## config.mk

```make
export PLATFORM = sky130hd
export DESIGN_NAME = sprite_pixel_engine
export DESIGN_NICKNAME = d
export VERILOG_FILES = /design/src/rtl/pixel_engine_pkg.sv /design/src/rtl/sprite_channel.sv /design/src/rtl/sprite_pixel_engine.sv
export SDC_FILE = /design/constraint.sdc
export NUM_CORES = 1
export LEC_CHECK = 0
export CAP_MARGIN = 20
export CORE_AREA = 2 2 225 227
export CTS_BUF_LIST = sky130_fd_sc_hd__clkbuf_4 sky130_fd_sc_hd__clkbuf_8
export CTS_CLUSTER_DIAMETER = 100
export DETAILED_ROUTE_END_ITERATION = 10
export DIE_AREA = 0 0 227 229
export GPL_TIMING_DRIVEN = 0
export PLACE_DENSITY_LB_ADDON = 0.25
export SETUP_SLACK_MARGIN = 0.4
export SLEW_MARGIN = 20
export SYNTH_ARGS = -nofsm -noshare
export SYNTH_HDL_FRONTEND = slang
export SYNTH_SLANG_ARGS = --single-unit
```

## constraint.sdc

```tcl
create_clock -name clk -period 6 [get_ports clk]
set_clock_uncertainty 0.1 [all_clocks]
set_input_delay 1.2 -clock clk [delete_from_list [all_inputs] [get_ports clk]]
set_output_delay 1.2 -clock clk [all_outputs]
set_load 0.01 [all_outputs]
```

## src/rtl/pixel_engine_pkg.sv

```systemverilog
// Shared widths, pixel/word types and the BPP-group reversal helper for the
// sprite pixel engine.
package pixel_engine_pkg;

  localparam int DEF_BPP          = 2;
  localparam int DEF_PIX_PER_WORD = 16;
  localparam int DEF_WORD_W       = DEF_BPP * DEF_PIX_PER_WORD;

  typedef logic [DEF_BPP-1:0]    pixel_t;
  typedef logic [DEF_WORD_W-1:0] word_t;

  localparam pixel_t TRANSPARENT = '0;

  // Pixel k of the result is pixel PIX_PER_WORD-1-k of the input.
  function automatic word_t flip_word(input word_t w);
    word_t r;
    r = '0;
    for (int i = 0; i < DEF_PIX_PER_WORD; i++) begin
      r[i*DEF_BPP +: DEF_BPP] = w[(DEF_PIX_PER_WORD-1-i)*DEF_BPP +: DEF_BPP];
    end
    return r;
  endfunction

endpackage

```

## src/rtl/sprite_channel.sv

```systemverilog
// One sprite shifter: x-delay countdown, then PIX_PER_WORD pixels shifted out
// LSB-first. Exposes the current pixel and whether it is visible.
module sprite_channel
  import pixel_engine_pkg::*;
#(
  parameter int BPP          = DEF_BPP,
  parameter int PIX_PER_WORD = DEF_PIX_PER_WORD,
  parameter int XW           = 9
) (
  input  logic                        clk,
  input  logic                        reset,
  input  logic                        load,
  input  logic                        shift,
  input  logic [BPP*PIX_PER_WORD-1:0] data,
  input  logic [XW-1:0]               x,
  input  logic                        flip,
  input  logic                        pri,
  output logic                        visible,
  output logic [BPP-1:0]              pixel,
  output logic                        pri_out
);

  localparam int WORD_W = BPP * PIX_PER_WORD;
  localparam int RW     = $clog2(PIX_PER_WORD) + 1;

  logic [WORD_W-1:0] flipped;
  logic [WORD_W-1:0] pix_buf_q, pix_buf_d;
  logic [XW-1:0]     xcnt_q, xcnt_d;
  logic [RW-1:0]     rem_q, rem_d;
  logic              active_q, active_d;
  logic              pri_q, pri_d;

  generate
    if (BPP == DEF_BPP && PIX_PER_WORD == DEF_PIX_PER_WORD) begin : g_pkg_flip
      assign flipped = flip_word(data);
    end else begin : g_gen_flip
      for (genvar gi = 0; gi < PIX_PER_WORD; gi++) begin : g_grp
        assign flipped[gi*BPP +: BPP] = data[(PIX_PER_WORD-1-gi)*BPP +: BPP];
      end
    end
  endgenerate

  // A load in the same cycle as a shift takes the new word unshifted.
  always_comb begin
    pix_buf_d = pix_buf_q;
    xcnt_d    = xcnt_q;
    rem_d     = rem_q;
    active_d  = active_q;
    pri_d     = pri_q;
    if (load) begin
      pix_buf_d = flip ? flipped : data;
      xcnt_d    = x;
      rem_d     = RW'(PIX_PER_WORD);
      pri_d     = pri;
      active_d  = 1'b1;
    end else if (shift && active_q) begin
      if (xcnt_q != '0) begin
        xcnt_d = xcnt_q - XW'(1);
      end else if (rem_q != '0) begin
        pix_buf_d = pix_buf_q >> BPP;
        rem_d     = rem_q - RW'(1);
        if (rem_q == RW'(1)) active_d = 1'b0;
      end
    end
  end

  always_ff @(posedge clk) begin
    if (reset) begin
      pix_buf_q <= '0;
      xcnt_q    <= '0;
      rem_q     <= '0;
      active_q  <= 1'b0;
      pri_q     <= 1'b0;
    end else begin
      pix_buf_q <= pix_buf_d;
      xcnt_q    <= xcnt_d;
      rem_q     <= rem_d;
      active_q  <= active_d;
      pri_q     <= pri_d;
    end
  end

  assign pixel   = pix_buf_q[BPP-1:0];
  assign pri_out = pri_q;
  assign visible = active_q && (xcnt_q == '0) && (rem_q != '0) &&
                   (pix_buf_q[BPP-1:0] != BPP'(TRANSPARENT));

endmodule

```

## src/rtl/sprite_pixel_engine.sv

```systemverilog
// Scanline pixel generator: NUM_SPRITES sprite shifters over a double-buffered,
// fine-x scrollable background. Optional sticky sprite-0 hit via SPRITE0_HIT_EN.
module sprite_pixel_engine
  import pixel_engine_pkg::*;
#(
  parameter int NUM_SPRITES  = 8,
  parameter int BPP          = DEF_BPP,
  parameter int PIX_PER_WORD = DEF_PIX_PER_WORD,
  parameter int XW           = 9,
  localparam int WORD_W      = BPP * PIX_PER_WORD,
  localparam int SW          = (NUM_SPRITES > 1) ? $clog2(NUM_SPRITES) : 1,
  localparam int FW          = $clog2(PIX_PER_WORD)
) (
  input  logic              clk,
  input  logic              reset,
  input  logic              line_start,
  input  logic              pixel_en,
  input  logic              spr_load,
  input  logic [SW-1:0]     spr_sel,
  input  logic [WORD_W-1:0] spr_data,
  input  logic [XW-1:0]     spr_x,
  input  logic              spr_flip,
  input  logic              spr_pri,
  input  logic              bg_load,
  input  logic [WORD_W-1:0] bg_data,
  input  logic [FW-1:0]     fine_x,
`ifdef SPRITE0_HIT_EN
  input  logic              hit_clear,
  output logic              sprite0_hit,
`endif
  output logic              bg_need,
  output logic              pix_valid,
  output logic [BPP-1:0]    pix_color,
  output logic              pix_is_sprite,
  output logic [SW-1:0]     pix_sprite_id,
  output logic              bg_underrun
);

  localparam int CW = FW + 1;

  // line_start takes the cycle: no pixel is produced and nothing shifts.
  logic adv;
  assign adv = pixel_en && !line_start;

  logic [NUM_SPRITES-1:0] spr_vis;
  logic [NUM_SPRITES-1:0] spr_pri_w;
  logic [BPP-1:0]         spr_pix [NUM_SPRITES];

  generate
    for (genvar gi = 0; gi < NUM_SPRITES; gi++) begin : g_spr
      sprite_channel #(
        .BPP          (BPP),
        .PIX_PER_WORD (PIX_PER_WORD),
        .XW           (XW)
      ) u_chan (
        .clk     (clk),
        .reset   (reset),
        .load    (spr_load && (spr_sel == SW'(gi))),
        .shift   (adv),
        .data    (spr_data),
        .x       (spr_x),
        .flip    (spr_flip),
        .pri     (spr_pri),
        .visible (spr_vis[gi]),
        .pixel   (spr_pix[gi]),
        .pri_out (spr_pri_w[gi])
      );
    end
  endgenerate

  logic [WORD_W-1:0] bg_cur_q, bg_cur_d;
  logic [WORD_W-1:0] bg_next_q, bg_next_d;
  logic              bg_next_valid_q, bg_next_valid_d;
  logic [CW-1:0]     bg_cnt_q, bg_cnt_d;
  logic              bg_underrun_q, bg_underrun_d;
  logic              reload;

  always_comb begin
    bg_cur_d        = bg_cur_q;
    bg_next_d       = bg_next_q;
    bg_next_valid_d = bg_next_valid_q;
    bg_cnt_d        = bg_cnt_q;
    bg_underrun_d   = bg_underrun_q;
    reload          = 1'b0;
    if (line_start) begin
      bg_cur_d        = bg_next_q >> (fine_x * BPP);
      bg_cnt_d        = CW'(PIX_PER_WORD) - CW'(fine_x);
      bg_next_valid_d = 1'b0;
      bg_underrun_d   = 1'b0;
    end else if (adv && bg_cnt_q == CW'(1)) begin
      reload          = 1'b1;
      bg_cnt_d        = CW'(PIX_PER_WORD);
      bg_next_valid_d = 1'b0;
      if (bg_next_valid_q) begin
        bg_cur_d = bg_next_q;
        if (bg_load) begin
          bg_next_d       = bg_data;
          bg_next_valid_d = 1'b1;
        end
      end else if (bg_load) begin
        bg_cur_d = bg_data;
      end else begin
        bg_cur_d      = '0;
        bg_underrun_d = 1'b1;
      end
    end else if (adv && bg_cnt_q != '0) begin
      bg_cur_d = bg_cur_q >> BPP;
      bg_cnt_d = bg_cnt_q - CW'(1);
    end
    // A word loaded alongside line_start lands in the freshly emptied buffer.
    if (bg_load && !reload) begin
      bg_next_d       = bg_data;
      bg_next_valid_d = 1'b1;
    end
  end

  logic [BPP-1:0] bg_pix;
  assign bg_pix = bg_cur_q[BPP-1:0];

  logic           found;
  logic [SW-1:0]  win_id;
  logic [BPP-1:0] win_pix;
  logic           win_pri;

  always_comb begin
    found   = 1'b0;
    win_id  = '0;
    win_pix = '0;
    win_pri = 1'b0;
    for (int i = 0; i < NUM_SPRITES; i++) begin
      if (!found && spr_vis[i]) begin
        found   = 1'b1;
        win_id  = SW'(i);
        win_pix = spr_pix[i];
        win_pri = spr_pri_w[i];
      end
    end
  end

  logic           pix_valid_q, pix_valid_d;
  logic [BPP-1:0] pix_color_q, pix_color_d;
  logic           pix_is_sprite_q, pix_is_sprite_d;
  logic [SW-1:0]  pix_sprite_id_q, pix_sprite_id_d;

  always_comb begin
    pix_valid_d     = adv;
    pix_color_d     = pix_color_q;
    pix_is_sprite_d = pix_is_sprite_q;
    pix_sprite_id_d = pix_sprite_id_q;
    if (adv) begin
      if (found && (!win_pri || bg_pix == BPP'(TRANSPARENT))) begin
        pix_color_d     = win_pix;
        pix_is_sprite_d = 1'b1;
        pix_sprite_id_d = win_id;
      end else begin
        pix_color_d     = bg_pix;
        pix_is_sprite_d = 1'b0;
        pix_sprite_id_d = '0;
      end
    end
  end

  always_ff @(posedge clk) begin
    if (reset) begin
      bg_cur_q        <= '0;
      bg_next_q       <= '0;
      bg_next_valid_q <= 1'b0;
      bg_cnt_q        <= '0;
      bg_underrun_q   <= 1'b0;
      pix_valid_q     <= 1'b0;
      pix_color_q     <= '0;
      pix_is_sprite_q <= 1'b0;
      pix_sprite_id_q <= '0;
    end else begin
      bg_cur_q        <= bg_cur_d;
      bg_next_q       <= bg_next_d;
      bg_next_valid_q <= bg_next_valid_d;
      bg_cnt_q        <= bg_cnt_d;
      bg_underrun_q   <= bg_underrun_d;
      pix_valid_q     <= pix_valid_d;
      pix_color_q     <= pix_color_d;
      pix_is_sprite_q <= pix_is_sprite_d;
      pix_sprite_id_q <= pix_sprite_id_d;
    end
  end

`ifdef SPRITE0_HIT_EN
  // Hit ignores priority: any overlap of sprite 0 with opaque background.
  logic hit_q, hit_d;
  always_comb begin
    hit_d = hit_q && !hit_clear;
    if (adv && spr_vis[0] && bg_pix != BPP'(TRANSPARENT)) hit_d = 1'b1;
  end
  always_ff @(posedge clk) begin
    if (reset) hit_q <= 1'b0;
    else       hit_q <= hit_d;
  end
  assign sprite0_hit = hit_q;
`endif

  assign bg_need       = !bg_next_valid_q;
  assign bg_underrun   = bg_underrun_q;
  assign pix_valid     = pix_valid_q;
  assign pix_color     = pix_color_q;
  assign pix_is_sprite = pix_is_sprite_q;
  assign pix_sprite_id = pix_sprite_id_q;

endmodule

```

======== Word-level counts from Yosys, hierarchy flattened ========
Cells that the tools add are included.
W data, S select, Z words.
operators by class
  shift-type cells ........................ 1
  add/sub/neg operators ................... 18
  muxes and demuxes ....................... 183
  bitwise gates (word level) .............. 10
  equal/unequal tests ..................... 25
  reduce and logical (&&, ||, !) cells .... 179
operator list
  cell                   number
  $mux W32               43
  $mux W9                24
  $mux W5                35
  $reduce_bool A2 Y1     43
  $logic_not A9 Y1       8
  $reduce_bool A9 Y1     8
  $sub A9 B1 Y9 const B  8
  $mux W1                65
  $logic_and A1 B1 Y1    52
  $reduce_and A3 Y1      17
  $eq A5 B1 Y1 const B   9
  $reduce_bool A5 Y1     9
  $sub A5 B1 Y5 const B  9
  $reduce_and A4 Y1      9
  $shr A32 B5 Y32        1
  $mux W3                7
  $mux W2                9
  $ne A2 B1 Y1 const B   9
  $reduce_or A2 Y1       9
  $reduce_and A2 Y1      8
  $eq A3 B3 Y1 const B   4
  $logic_not A1 Y1       11
  $not A1 Y1             10
  $eq A3 B2 Y1 const B   2
  other kinds (6)        7
storage, ports and cells
  word-level logic and storage cells ...... 473
  register bits after elaboration ......... 462
  bits of input ports ..................... 88

======== Logic depth before layout (Yosys ltp) ========
Gate-level depths: netlist of the first run.
  depth after elaboration ................. 30
  mapped depth ............................ 11
  mapped depth without buffers ............ 10

======== Modules after synthesis ========
Synthesis of the first run repeated with hierarchy kept, for this count alone.
unflattened totals
  cells, all modules ...................... 3298
  area, all modules ....................... 27157.3 µm²
modules (own cells, without submodules)
  module                                seq. area each (µm²)  times used  area an instance (µm²)  cells an instance
  sprite_channel (g_spr[0].u_chan ...)  960.9                 5           2698.8                  327
  sprite_channel (g_spr[5].u_chan ...)  960.9                 3           2785.2                  323
  sprite_pixel_engine                   1561.5                1           5307.6                  694

======== Worst setup path after synthesis of the first run ========
OpenSTA, ideal clock, no wires.
  path type ............................... input-to-reg
  from .................................... input port line_start
  to ...................................... register g_spr[2].u_chan.xcnt_q[7]
  cell stages on the path ................. 10
  arrival ................................. 3.176 ns
  path slack .............................. 2.639 ns
  library setup time ...................... 0.086 ns
  cell sequence ........................... clkbuf_1 -> nor2b_1 -> clkbuf_1 -> and2_1 -> nor2b_1 -> nand2_1 -> or3_1 -> nor3_1 -> xnor2_1 -> a211oi_1
between the ends
  longest elaborated chain between the ends .. 5
ends and longest elaborated chain
  item                                 RTL line                   source
  start: declaration                   sprite_pixel_engine.sv:16  input logic line_start,
  $logic_not A1 Y1                     sprite_pixel_engine.sv:43  assign adv = pixel_en && !line_start;
  $logic_and A1 B1 Y1                  sprite_pixel_engine.sv:43
  $logic_and A1 B1 Y1                  sprite_channel.sv:56       end else if (shift && active_q) begin
  $reduce_bool A2 Y1 (no source line)  n/a
  $reduce_and A2 Y1 (no source line)   n/a
  end signal: assignment               sprite_channel.sv:76       xcnt_q <= xcnt_d;
  end: declaration                     sprite_channel.sv:28       logic [XW-1:0] xcnt_q, xcnt_d;
Every way passes these cells.
A chain may end at the register's enable or synchronous reset.

======== Final worst setup path of the first run ========
  from .................................... input port pixel_en
  to ...................................... register bg_cur_q[10]
between the ends
  longest elaborated chain between the ends .. 4
  elaborated cells on any way between the ends .. 6
  classes of those cells .................. mux (2); reduce/logical (4)
ends and longest elaborated chain
  item                     RTL line                    source
  start: declaration       sprite_pixel_engine.sv:17   input logic pixel_en,
  $logic_and A1 B1 Y1 (*)  sprite_pixel_engine.sv:43
  $logic_and A1 B1 Y1      sprite_pixel_engine.sv:90   end else if (adv && bg_cnt_q == CW'(1)) begin
  $mux W32                 sprite_pixel_engine.sv:90
  $mux W32                 sprite_pixel_engine.sv:85   if (line_start) begin
  end signal: assignment   sprite_pixel_engine.sv:175  bg_cur_q <= bg_cur_d;
  end: declaration         sprite_pixel_engine.sv:71   logic [WORD_W-1:0] bg_cur_q, bg_cur_d;
Every way passes the cells marked *; elsewhere a longest branch is shown, timed or not.

==> results.md, run 1 <==
- The worst hold path belongs to the class flip-flop to flip-flop.
- Dividing total power by cell area gives a power density of 270 nW/um^2.
- For this block, the routed nets add up to 81400 um of wire.
- Routability-driven placement finished with a final weighted congestion of 0.962.
- The number of endpoints failing setup at the final stage is 0.
- Setup slack on the worst reg-to-reg path comes out at 2.44 ns.
- The total global routing overflow is 0.
- The area added between synthesis and finish is 14.2%.
- The most common cell type on the critical path is sky130_fd_sc_hd__clkbuf_1.
- The post-CTS setup repair buffer count is 0.
- The total global routing track utilization is 0.308.
- The most common cell after layout, fill and taps aside is sky130_fd_sc_hd__nand2_1.
- The max-slew violation count is 0.
- Post-CTS repair changed the size of 0 cells.
- The type of element capturing the critical path is a flip-flop.
- The type of the worst setup path is input pin to flip-flop.
- The run finished with clean final reports.
- For met2 alone, demand over resource in global routing was 0.465.
- The net count of the mapped netlist is 3003.
- The fraction of registers with async set/reset is 0.
- In this run the remaining antenna-violating nets after routing total 0.
- The starting density of the core is 0.463.
- The maximum number of buffers from clock root to sink is 3.
- The first routing iteration left 2577 violations.
- The number of hold buffers added after CTS is 0.
- The total of flip-flops plus latches after synthesis is 462.
- Averaged over all synthesized cells, the footprint is 8.00 um^2.
- The sequential share of the synthesized area is 0.402.
- The number of standard cells after synthesis is 2874.
- The detailed-placement wirelength estimate is 57600 um.
- Data arrives at the worst endpoint at 4.97 ns.
- The worst IR drop on VDD is 0.000134 V.
- Entering global routing, the biggest net connects 12 pins.
- After detailed routing, the number of remaining DRC violations is 0.
- The number of rows in the core area is 82.
- CTS built an H-tree with a depth of 3.
- Counting every sink on the clock net gives 462.
- The number of filler instances in the final layout is 4665.
- Counting I/O delays and the setup requirement, the final critical path takes 4.53 ns.
- The sort of element at the start of the critical path is an input pin.
- For this run, the leading register cell type out of synthesis is sky130_fd_sc_hd__dfxtp_1.
- The transition time at the pin with the least slew margin is 1.23 ns.
- The longest individual stage delay on the worst path is 0.64 ns.
- The via count of the first global-routing pass came to 21600.
- The y dimension of the die is 229 um.
- In the final layout, the share of cells above drive strength 1 is 0.0596.
- The clock tree from TritonCTS is done.
- Based on the critical path, the design can be clocked at up to 221 MHz.
- The synthesized netlist occupies a cell area of 23000 um^2.
- Buffers inserted during clock tree synthesis total 79.
- The slowest stage of the critical path is the sky130_fd_sc_hd__clkbuf_1 cell.
- The number of buffers and inverters on the critical path is 4.
- The average vias per placed instance is 6.05.
- The final-report hold violation count is 0.
- In this run the worst path has a maximum fanout of 10.
- The total area inside the core boundary comes to 49700 um^2.
- The count of flip-flops with a built-in enable after synthesis is 0.
- In this run the count of I/O pins placed on the die edge is 97.
- The aggregate negative setup slack is 0 ns.
- At the end of the flow, the number of nets in the layout was 3164.
- The number of warnings issued by yosys is 0.
- The detailed-router iteration count before antenna repair is 6.
- The final hold slack is 0.357 ns.
- The first global-routing pass estimated 124000 um of wire.
- Dividing the detail-routed wire length by the instance count gives 21.6 um.
- In the layout the commonest cells are sky130_fd_sc_hd__nand2_1, sky130_fd_sc_hd__dfxtp_1, sky130_fd_sc_hd__nor2_1, sky130_fd_sc_hd__clkbuf_1, sky130_fd_sc_hd__a211oi_1.
- The kind of cell with the highest combined delay along the critical path is buffers and inverters.
- The critical path goes through clkdlybuf4s50_1 -> nor2b_1 -> clkbuf_1 -> and4b_1 -> buf_1 -> clkbuf_1 -> a22oi_1 -> a311oi_1.
- The worst max-slew margin expressed relative to the limit is 0.178.
- CTS placed an instance of sky130_fd_sc_hd__clkbuf_8 at the clock tree root.
- The number of violations of the max-capacitance limit is 0.
- Port buffering added 78 buffers.
- The source-to-sink clock delay at the later pin of the worst-skew pair is 0.69 ns.
- The die area is 52000 um^2.
- From left edge to right edge, the die measures 227 um.
- In the global route stage, met1 resource usage came out at 0.418.
- The peak-usage layer in the global routing report is met2.
- In this run the static leakage power is 9.53 nW.
- The post-route clock period utilization is 0.755.
- The distinct cell type count of the synthesized netlist is 73.
- The number of antenna violations at the first check in global routing is 2.
- Setup repair after global routing left no endpoint under its margin.
- The via count is 22800.
- STA puts the critical path data required time at 6.45 ns.
- The fraction of met3 tracks used by global routing is 0.0794.
- After clock tree synthesis, the clock-pin slew on the worst setup and hold paths is 0.06 ns.
stage by stage:
stage,power [mW],area (um^2),util,std cells,setup slack (ns)
2_1_floorplan,3.81,23000,-,2874,2.64
3_3_place_gp,4.12,24600,0.496,3624,0.961
3_5_place_dp,4.15,24600,0.496,3626,0.957
4_1_cts,7.09,26300,0.529,3759,1.65
5_1_grt,7.32,26300,0.529,3760,1.38
6_report,7.09,26300,0.529,3760,1.47
power breakdown:
part / total, mW / switching, mW / internal, mW
registers: 3.29 / 0.0938 / 3.19
clock network: 2.97 / 1.34 / 1.63
logic: 0.830 / 0.559 / 0.271
total: 7.09 / 2.00 / 5.10
per-layer routing:
layer / up-vias / share of wire / routed length [um]
met5: - / 0.00014 / 11
met4: 2 / 0.032 / 2600
met3: 179 / 0.10 / 8480
met2: 1102 / 0.44 / 35700
met1: 10900 / 0.42 / 34600
li1: 10500 / - / -
synthesized netlist by cell type, types with 6 or more instances:
| master | n | area [um^2] |
|---|---|---|
| sky130_fd_sc_hd__nand4_1 | 8 | 50.1 |
| sky130_fd_sc_hd__mux2_1 | 28 | 315 |
| sky130_fd_sc_hd__or2_2 | 7 | 43.8 |
| sky130_fd_sc_hd__xnor2_1 | 46 | 403 |
| sky130_fd_sc_hd__mux2i_1 | 109 | 1090 |
| sky130_fd_sc_hd__nor4_1 | 17 | 106 |
| sky130_fd_sc_hd__nand2_1 | 547 | 2050 |
| sky130_fd_sc_hd__a211oi_1 | 180 | 1350 |
| sky130_fd_sc_hd__clkbuf_1 | 216 | 811 |
| sky130_fd_sc_hd__xor2_1 | 35 | 307 |
| sky130_fd_sc_hd__and2_1 | 12 | 75.1 |
| sky130_fd_sc_hd__ha_1 | 41 | 513 |
| sky130_fd_sc_hd__dfxtp_1 | 462 | 9250 |
| sky130_fd_sc_hd__a222oi_1 | 12 | 120 |
| sky130_fd_sc_hd__and3_1 | 13 | 81.3 |
| sky130_fd_sc_hd__inv_1 | 47 | 176 |
| sky130_fd_sc_hd__nand3_1 | 15 | 75.1 |
| sky130_fd_sc_hd__nor4b_1 | 12 | 105 |
| sky130_fd_sc_hd__nor2_1 | 439 | 1650 |
| sky130_fd_sc_hd__o211ai_1 | 15 | 113 |
| sky130_fd_sc_hd__or3_1 | 19 | 119 |
| sky130_fd_sc_hd__nor2b_1 | 13 | 81.3 |
| sky130_fd_sc_hd__mux4_2 | 6 | 135 |
| sky130_fd_sc_hd__nor3_1 | 84 | 420 |
| sky130_fd_sc_hd__buf_1 | 24 | 90.1 |
| sky130_fd_sc_hd__a21oi_1 | 100 | 500 |
| sky130_fd_sc_hd__o21ai_0 | 63 | 315 |
| sky130_fd_sc_hd__a31oi_1 | 19 | 119 |
| sky130_fd_sc_hd__a2111oi_0 | 8 | 70.1 |
| sky130_fd_sc_hd__a22oi_1 | 6 | 45.0 |
| sky130_fd_sc_hd__nand2b_1 | 10 | 62.6 |
| sky130_fd_sc_hd__a311oi_1 | 170 | 1490 |
| sky130_fd_sc_hd__mux2_2 | 9 | 101 |
sequential cells by signal (all words and copies together), names as in the netlist, 2 cells and up:
register and cells:
pix_sprite_id 3, g_spr.u_chan.active_q 8, g_spr.u_chan.pix_buf_q 256, bg_cur_q 32, g_spr.u_chan.pri_out 8, g_spr.u_chan.rem_q 40
bg_cnt_q 5, pix_color 2, bg_next_q 32, g_spr.u_chan.xcnt_q 72
worst reg2reg max path, stage by stage, from the launching register on:
cell and delay, ns:
sky130_fd_sc_hd__dfxtp_1 0.35, sky130_fd_sc_hd__inv_1 0.09, sky130_fd_sc_hd__ha_1 0.15, sky130_fd_sc_hd__or4b_2 0.64
sky130_fd_sc_hd__nand4_1 0.32, sky130_fd_sc_hd__nand4_2 0.25, sky130_fd_sc_hd__a2111oi_0 0.43, sky130_fd_sc_hd__a2bb2oi_1 0.38
sky130_fd_sc_hd__a21oi_2 0.11, sky130_fd_sc_hd__or4_1 0.49, sky130_fd_sc_hd__a21oi_1 0.14
path summary, 6_finish.rpt:
| kind | start | endpoint | cells past startpoint |
|---|---|---|---|
| worst max-delay path | pixel_en | bg_cur_q[10] | 8 |
| worst min-delay path | g_spr[1].u_chan.pri_out | g_spr[1].u_chan.pri_out | 2 |
| worst max register to register | g_spr[2].u_chan.rem_q[0] | pix_sprite_id[2] | 10 |
| worst min register to register | g_spr[1].u_chan.pri_out | g_spr[1].u_chan.pri_out | 2 |
logic make-up after synthesis:
| group | Yosys count | share of synthesized area |
|---|---|---|
| AND/OR/NAND/NOR | 1226 | 0.228 |
| AO/OA/AOI/OAI | 619 | 0.197 |
| flip-flops | 462 | 0.402 |
| buffers and inverters | 292 | 0.0479 |
| multiplexers | 153 | 0.0721 |
| XOR/XNOR | 81 | 0.0309 |
| adder cells (fa/ha/maj) | 41 | 0.0223 |
area by class of cell:
cell class / count / area (um^2) / share of cell area
Multi-Input combinational cell: 2120 / 12700 / 0.482
Buffer: 244 / 921 / 0.0351
Clock inverter: 9 / 72.6 / 0.00276
Timing Repair Buffer: 80 / 796 / 0.0303
Tap cell: 672 / 841 / 0.0320
Inverter: 48 / 180 / 0.00686
Clock buffer: 124 / 1540 / 0.0588
Antenna cell: 1 / 2.50 / 0.0000953
Sequential cell: 462 / 9250 / 0.352
Note: power is estimated with default switching activity, not from simulation.
==> inputs of run 2 (changes only) <==
- clock period: 6 -> 4.6 ns (I/O delays scaled with it)
==> run 2 against run 1 <==
  * Register-to-register slack worse by 1.4 ns
  * Cell count unchanged
  * Non-clock buffer count unchanged
  * Clock-buffer cell count unchanged
  * Die area unchanged
  * Flip-flop and latch count unchanged
  * Total power up 30%
  * Final area about the same
  * Via count down 0.16%
  * Clock power up 31%
==> results.md, run 2 (synthesis results as in run 1) <==
- The flow ran to the end, and the final reports show no timing, DRC or antenna violations.
- The detailed-placement wirelength estimate is 57600 um.
- The hold-critical path depth is 2.
- The worst IR drop on VDD is 0.000175 V.
- The power per unit of standard cell area is 352 nW/um^2.
- The number of endpoints failing setup at the final stage is 0.
- The slack of the worst reg-to-reg path is 1.03 ns.
- Counting tap cells, the placed design contains a total of 3626 instances.
- CTS built an H-tree with a depth of 3.
- The most common cell after layout, fill and taps aside is sky130_fd_sc_hd__nand2_1.
- The worst path arrival time is 4.41 ns.
- The longest individual stage delay on the worst path is 0.61 ns.
- The core area is 49700 um^2.
- The number of buffers inserted by port buffering is 78.
- The source-to-sink clock delay at the later pin of the worst-skew pair is 0.69 ns.
- In this run the post-CTS setup repair buffer count came out at 0.
- TritonCTS built the clock tree.
- The startpoint identified for the worst hold timing path is g_spr[1].u_chan.pri_out.
- The total clock buffers created by CTS is 79.
- The endpoint identified for the worst register-to-register timing path is pix_sprite_id[2].
- Measured along the y axis, the die boundary spans 229 um.
- The detailed-router iteration count before antenna repair is 6.
- The number of gates resized after CTS was 0.
- The max-slew violation count is 0.
- The first global-routing pass estimated 124000 um of wire.
- The largest registers in the layout are g_spr.u_chan.pix_buf_q (256), g_spr.u_chan.xcnt_q (72), g_spr.u_chan.rem_q (40).
- The routed layout has 22700 vias.
- The root buffer cell chosen for the clock tree is sky130_fd_sc_hd__clkbuf_8.
- The transition time at the pin with the least slew margin is 1.20 ns.
- The critical path starts at pixel_en.
- Along the worst path, the maximum fanout reaches 10.
- In this run, post-CTS hold repair placed 0 buffers.
- The flip-flop count of the largest register after layout is 256.
- Counting flops per register, the top entry is g_spr.u_chan.pix_buf_q.
- The worst hold path belongs to the class flip-flop to flip-flop.
- The starting DRC count in detailed routing is 2565.
- In this run the static leakage power is 9.53 nW.
- The initial utilization of the core area, before any placement, comes to 0.463.
- The type of the worst setup path is input pin to flip-flop.
- The number of cells on the worst reg-to-reg path is 10.
- The startpoint of the worst-slack reg-to-reg timing path is g_spr[2].u_chan.rem_q[0].
- The overall power is 9.25 mW.
- Setup repair after global routing left no endpoint under its margin.
- The post-detailed-route wirelength per cell is 21.7 um.
- The worst hold path terminates at g_spr[1].u_chan.pri_out.
- Of the cells placed in the final design, the portion with a size suffix greater than 1 is 0.0599.
- The via count of the first global-routing pass is 21600.
- Data on the critical path is required at its endpoint by 5.05 ns.
- Of the available clock period, the critical path in the final layout requires 0.860.
- The sort of element at the start of the critical path is an input pin.
- In the routed layout, each cell is associated on average with a via count of 6.04.
- Entering global routing, the biggest net connects 12 pins.
- Traced cell by cell, the critical path runs through clkdlybuf4s50_1 -> nor2b_1 -> clkbuf_2 -> and4b_1 -> buf_1 -> clkbuf_1 -> a22oi_1 -> a311oi_1.
- The achievable frequency is 253 MHz.
- The tool flagged a number of max-cap violations equal to 0.
- The residual DRC count is 0.
- The die covers 52000 um^2.
- After clock tree synthesis, the clock-pin slew on the worst setup and hold paths is 0.07 ns.
- The worst max-slew margin expressed relative to the limit is 0.200.
- The total global routing track utilization is 0.308.
- The total global routing overflow is 0.
- The layout net count is 3164.
- The final-report hold violation count came to 0.
- The shortest clock period the worst path allows after layout is 3.96 ns.
- The maximum number of buffers from clock root to sink is 3.
- The clock drives 462 sinks.
- The floorplan has 82 rows.
- The number of antenna violations at the first check in global routing is 2.
- The slowest library cell on the worst path is sky130_fd_sc_hd__clkdlybuf4s50_1.
- The total length of routed wires is 81400 um.
- The area added between synthesis and finish is 14.3%.
- The final cell count without fillers is 3760.
- The remaining antenna violation count after routing is 0.
- In the layout the commonest cells are sky130_fd_sc_hd__nand2_1, sky130_fd_sc_hd__dfxtp_1, sky130_fd_sc_hd__nor2_1, sky130_fd_sc_hd__clkbuf_1, sky130_fd_sc_hd__a211oi_1.
- The worst setup path is captured at a flip-flop.
- 97 I/O pins were placed.
- The floorplan step set the die width to 227 um.
- The placer congestion estimate is 0.962.
## run 2: worst max path at each step
stage | depth (start not counted) | slack [ns] | end
after CTS | 8 | 0.53 | bg_cur_q[10]
after floorplan | 10 | 1.52 | g_spr[2].u_chan.xcnt_q[7]
after global placement | 9 | -0.16 | g_spr[6].u_chan.pix_buf_q[21]
after detailed placement | 8 | -0.16 | bg_cur_q[10]
after global routing | 9 | 0.53 | g_spr[6].u_chan.pix_buf_q[21]
final | 8 | 0.64 | bg_cur_q[10]
## run 2: area by class of cell
cell class	instances	area (um^2)
timing repair buffer	80	796
clock inverter	9	72.6
buffer	244	922
clock buffer	124	1540
inverter	48	180
fill	4665	23400
antenna	1	2.50
tap	672	841
multi-input combinational	2120	12700
sequential	462	9250
## run 2: routing by layer
| layer | up-vias | global-route usage | share of wire | wire length (um) |
|---|---|---|---|---|
| li1 | 10500 | - | - | - |
| met1 | 10900 | 0.418 | 0.43 | 34800 |
| met2 | 1086 | 0.465 | 0.44 | 35600 |
| met3 | 186 | 0.0794 | 0.10 | 8380 |
| met4 | 2 | 0.120 | 0.032 | 2640 |
| met5 | - | 0 | 0.00014 | 11 |
## run 2: worst max-delay path: cells and delay by family
family / cells / cell delay (ns)
simple gates: 2 / 0.85
buf+inv: 4 / 2.10
compound gates: 2 / 0.51
## run 2: power by group
part	switching [mW]	internal [mW]	total, mW
combinational	0.729	0.353	1.08
sequential	0.122	4.17	4.29
clock	1.76	2.13	3.88
total	2.61	6.65	9.25
## run 2: per-stage QoR
step	util	setup WS, ns	cell area [um^2]	TNS [ns]	hold WS, ns
after floorplan	-	1.52	23000	0	0.334
after global routing	0.529	0.533	26300	0	0.379
after CTS	0.529	0.529	26300	0	0.358
final	0.529	0.642	26300	0	0.358
after global placement	0.496	-0.159	24600	-4.69	0.345
after detailed placement	0.496	-0.163	24600	-6.16	0.349
==> inputs of run 3 (changes only) <==
- CAP_MARGIN: 20 -> 5
- CORE_AREA: 2 2 225 227 -> 4 4 227 229
- DIE_AREA: 0 0 227 229 -> 0 0 231 233
- TNS_END_PERCENT: unset -> 30
==> run 3 against run 2 <==
  * Flip-flop and latch count unchanged
  * Clock-buffer cell count grew 9
  * Fmax decreased by 3.4%
  * Non-clock buffer count down 2
  * Critical path depth increased by 1
  * Die area rose by 3.5%
==> results.md, run 3 (synthesis results as in run 1) <==
- Detailed placement ended at an HPWL of 57300 um.
- The number of buffers and inverters on the critical path is 5.
- The first element of the critical path is pixel_en.
- The starting DRC count in detailed routing is 2575.
- The routed design has 79400 um of wire.
- The register with the most flip-flops in the layout has 256 of them.
- The number of antenna violations at the first check in global routing is 6.
- The worst setup path is launched from an input pin.
- The startpoint of the worst-slack reg-to-reg timing path is g_spr[2].u_chan.rem_q[0].
- For this design the static power due to leakage is 9.58 nW.
- The run finished with clean final reports.
- The root buffer cell chosen for the clock tree is sky130_fd_sc_hd__clkbuf_8.
- The number of cells on the worst reg-to-reg path is 10.
- After clock tree synthesis, the repair step resized 0 gates.
- The first global-routing pass estimated 121000 um of wire.
- The achievable frequency is 244 MHz.
- The post-route clock period utilization is 0.891.
- The area growth from synthesis to layout is 14.7%.
- Setup violations remaining at the end of the flow were counted as 0.
- The max-slew violation count is 0.
- Traced cell by cell, the critical path runs through clkdlybuf4s50_1 -> nor2b_1 -> clkbuf_1 -> clkbuf_1 -> and2_1 -> clkbuf_1 -> clkbuf_1 -> nand2_1 -> a311oi_1.
- In this run the worst setup path terminates at g_spr[6].u_chan.pix_buf_q[13].
- The clock period could shrink to 4.10 ns.
- The type of the worst setup path is input pin to flip-flop.
- The post-route cell area is 26400 um^2.
- The overall power is 9.41 mW.
- The slowest library cell on the worst path is sky130_fd_sc_hd__clkbuf_1.
- In the global route stage, overall resource usage came out at 0.284.
- For this configuration, the core starts out at a cell density of 0.463.
- At the pin with the least slew margin, the transition time is 1.12 ns.
- Summed over all layers, the global routing overflow is 0.
- The register clock-pin slew on the reported worst setup and hold paths is 0.06 ns.
- In this run, post-CTS hold repair placed 0 buffers.
- The via count is 22700.
- In this run the tightest slew margin relative to its limit is 0.243.
- The core area is 49700 um^2.
- The most common cell type on the critical path is sky130_fd_sc_hd__clkbuf_1.
- The class of the tightest hold or removal check is flip-flop to flip-flop.
- The via count of the first global-routing pass was 21400.
- The floorplan step defined a die boundary enclosing 53800 um^2.
- The cell count along the critical path is 9.
- Prior to clock tree synthesis, the placed netlist has a worst setup slack of -0.0435 ns.
- The layout net count is 3167.
- The overall die width is 231 um.
- The count of buffers added on input and output ports is 78.
- The TritonCTS sink count is 462.
- The largest register by flop count is g_spr.u_chan.pix_buf_q.
- The number of primary I/O pins is 97.
- On the critical path the largest part of the delay comes from buffers and inverters.
- The data required time at the worst endpoint is 5.06 ns.
- At the end of the flow the core is filled with cells to 0.531.
- Clock latency on the worst-skew pair, taken at its later pin, is 0.68 ns.
- Dividing total power by cell area gives a power density of 357 nW/um^2.
- Entering global routing, the biggest net connects 13 pins.
- The endpoint of the lowest-slack register-to-register path is pix_sprite_id[2].
- The worst IR drop on VDD is 0.000205 V.
- The fraction of final layout cells with drive strength greater than 1 is 0.0620.
- The first TritonRoute pass finished after 8 iterations.
- The placed standard-cell area is 24600 um^2.
- The post-CTS setup repair buffer count is 0.
- The deepest level of the CTS H-tree is 3.
- Max-cap violations in this run came to 0.
- Dividing the detail-routed via count by the number of cells gives 6.01.
- From bottom edge to top edge, the die measures 233 um.
- The total clock buffers created by CTS is 84.
- The worst register-to-register path has a setup slack of 0.97 ns.
- The final-report hold violation count is 0.
- The worst path arrival time is 4.56 ns.
- The number of rows in the core area is 82.
- The maximum number of buffers from clock root to sink is 3.
- TritonCTS built the clock tree.
- After detailed routing, the average wire length per cell comes to 21.1 um.
- Setup repair after global routing left no endpoint under its margin.
- Routability-driven placement finished with a final weighted congestion of 0.967.
- The worst setup path is captured at a flip-flop.
- The peak fanout along the critical path is 10.
- The top cell types in the final layout, fill and taps aside, are sky130_fd_sc_hd__nand2_1, sky130_fd_sc_hd__dfxtp_1, sky130_fd_sc_hd__nor2_1, sky130_fd_sc_hd__clkbuf_1, sky130_fd_sc_hd__a211oi_1.
- The final worst slack is 0.502 ns.
- The remaining antenna violation count after routing is 0.
- Leaving out fill and tap cells, the most frequent cell in the layout is sky130_fd_sc_hd__nand2_1.
- The final hold slack is 0.362 ns.
- The longest individual stage delay on the worst path is 0.67 ns.
- In the final layout, the registers with the most flip-flops are g_spr.u_chan.pix_buf_q (256), g_spr.u_chan.xcnt_q (72), g_spr.u_chan.rem_q (40).
- The residual DRC count is 0.
[run 3: cell types whose count changed in the layout (fill, tap and decap cells not counted)]
cell                         delta
sky130_fd_sc_hd__nor4b_1        +1
sky130_fd_sc_hd__inv_8          +1
sky130_fd_sc_hd__clkbuf_8       +2
sky130_fd_sc_hd__nor4b_2        -1
sky130_fd_sc_hd__clkinvlp_4     +1
sky130_fd_sc_hd__buf_4          -2
sky130_fd_sc_hd__clkbuf_2       -1
sky130_fd_sc_hd__bufinv_16      +1
sky130_fd_sc_hd__diode_2        +2
sky130_fd_sc_hd__inv_6          -2
sky130_fd_sc_hd__clkbuf_1       +1
sky130_fd_sc_hd__clkbuf_4       +7
sky130_fd_sc_hd__clkinv_8       +1
[run 3: per-stage QoR]
step,TNS [ns],std cells
after global routing,0,3770
after floorplan,0,2874
after CTS,0,3768
after global placement,-0.102,3624
after detailed placement,-0.113,3624
final,0,3771
[run 3: power breakdown]
part | internal, mW | leakage [nW] | switching, mW | total, mW
Clock | 2.29 | 0.927 | 1.77 | 4.06
Sequential | 4.17 | 3.76 | 0.123 | 4.29
Combinational | 0.351 | 4.90 | 0.704 | 1.06
Total | 6.81 | 9.58 | 2.59 | 9.41
[run 3: worst min path at each step]
stage / cells after the start / startpoint / to / slack, ns
finish: 2 / g_spr[1].u_chan.pri_out / g_spr[1].u_chan.pri_out / 0.36
floorplan: 2 / g_spr[6].u_chan.pri_out / g_spr[6].u_chan.pri_out / 0.33
CTS: 2 / g_spr[1].u_chan.pri_out / g_spr[1].u_chan.pri_out / 0.36
global route: 2 / g_spr[2].u_chan.pri_out / g_spr[2].u_chan.pri_out / 0.39
detailed placement: 2 / g_spr[1].u_chan.pri_out / g_spr[1].u_chan.pri_out / 0.36
global placement: 2 / g_spr[2].u_chan.pri_out / g_spr[2].u_chan.pri_out / 0.35
[run 3: cell type report]
cell class                 instances  area (um^2)
inverter                          48          180
timing repair buffer              78          781
fill                            4689        23300
clock buffer                     133         1620
clock inverter                    11          120
multi-input combinational       2120        12600
buffer                           244          921
tap                              672          841
sequential                       462         9250
antenna                            3         7.51
[run 3: layer usage]
metal,up-vias,wire [um],GRT usage
li1,10500,-,-
met3,162,7350,0.0593
met4,0,2210,0.0945
met2,1032,35100,0.441
met1,10900,34800,0.396
met5,-,0,0
[run 3: worst min-delay path, stage by stage (launching register included)]
cell                      delay, ns
sky130_fd_sc_hd__dfxtp_1       0.31
sky130_fd_sc_hd__nand2_1       0.05
sky130_fd_sc_hd__a21oi_1       0.06
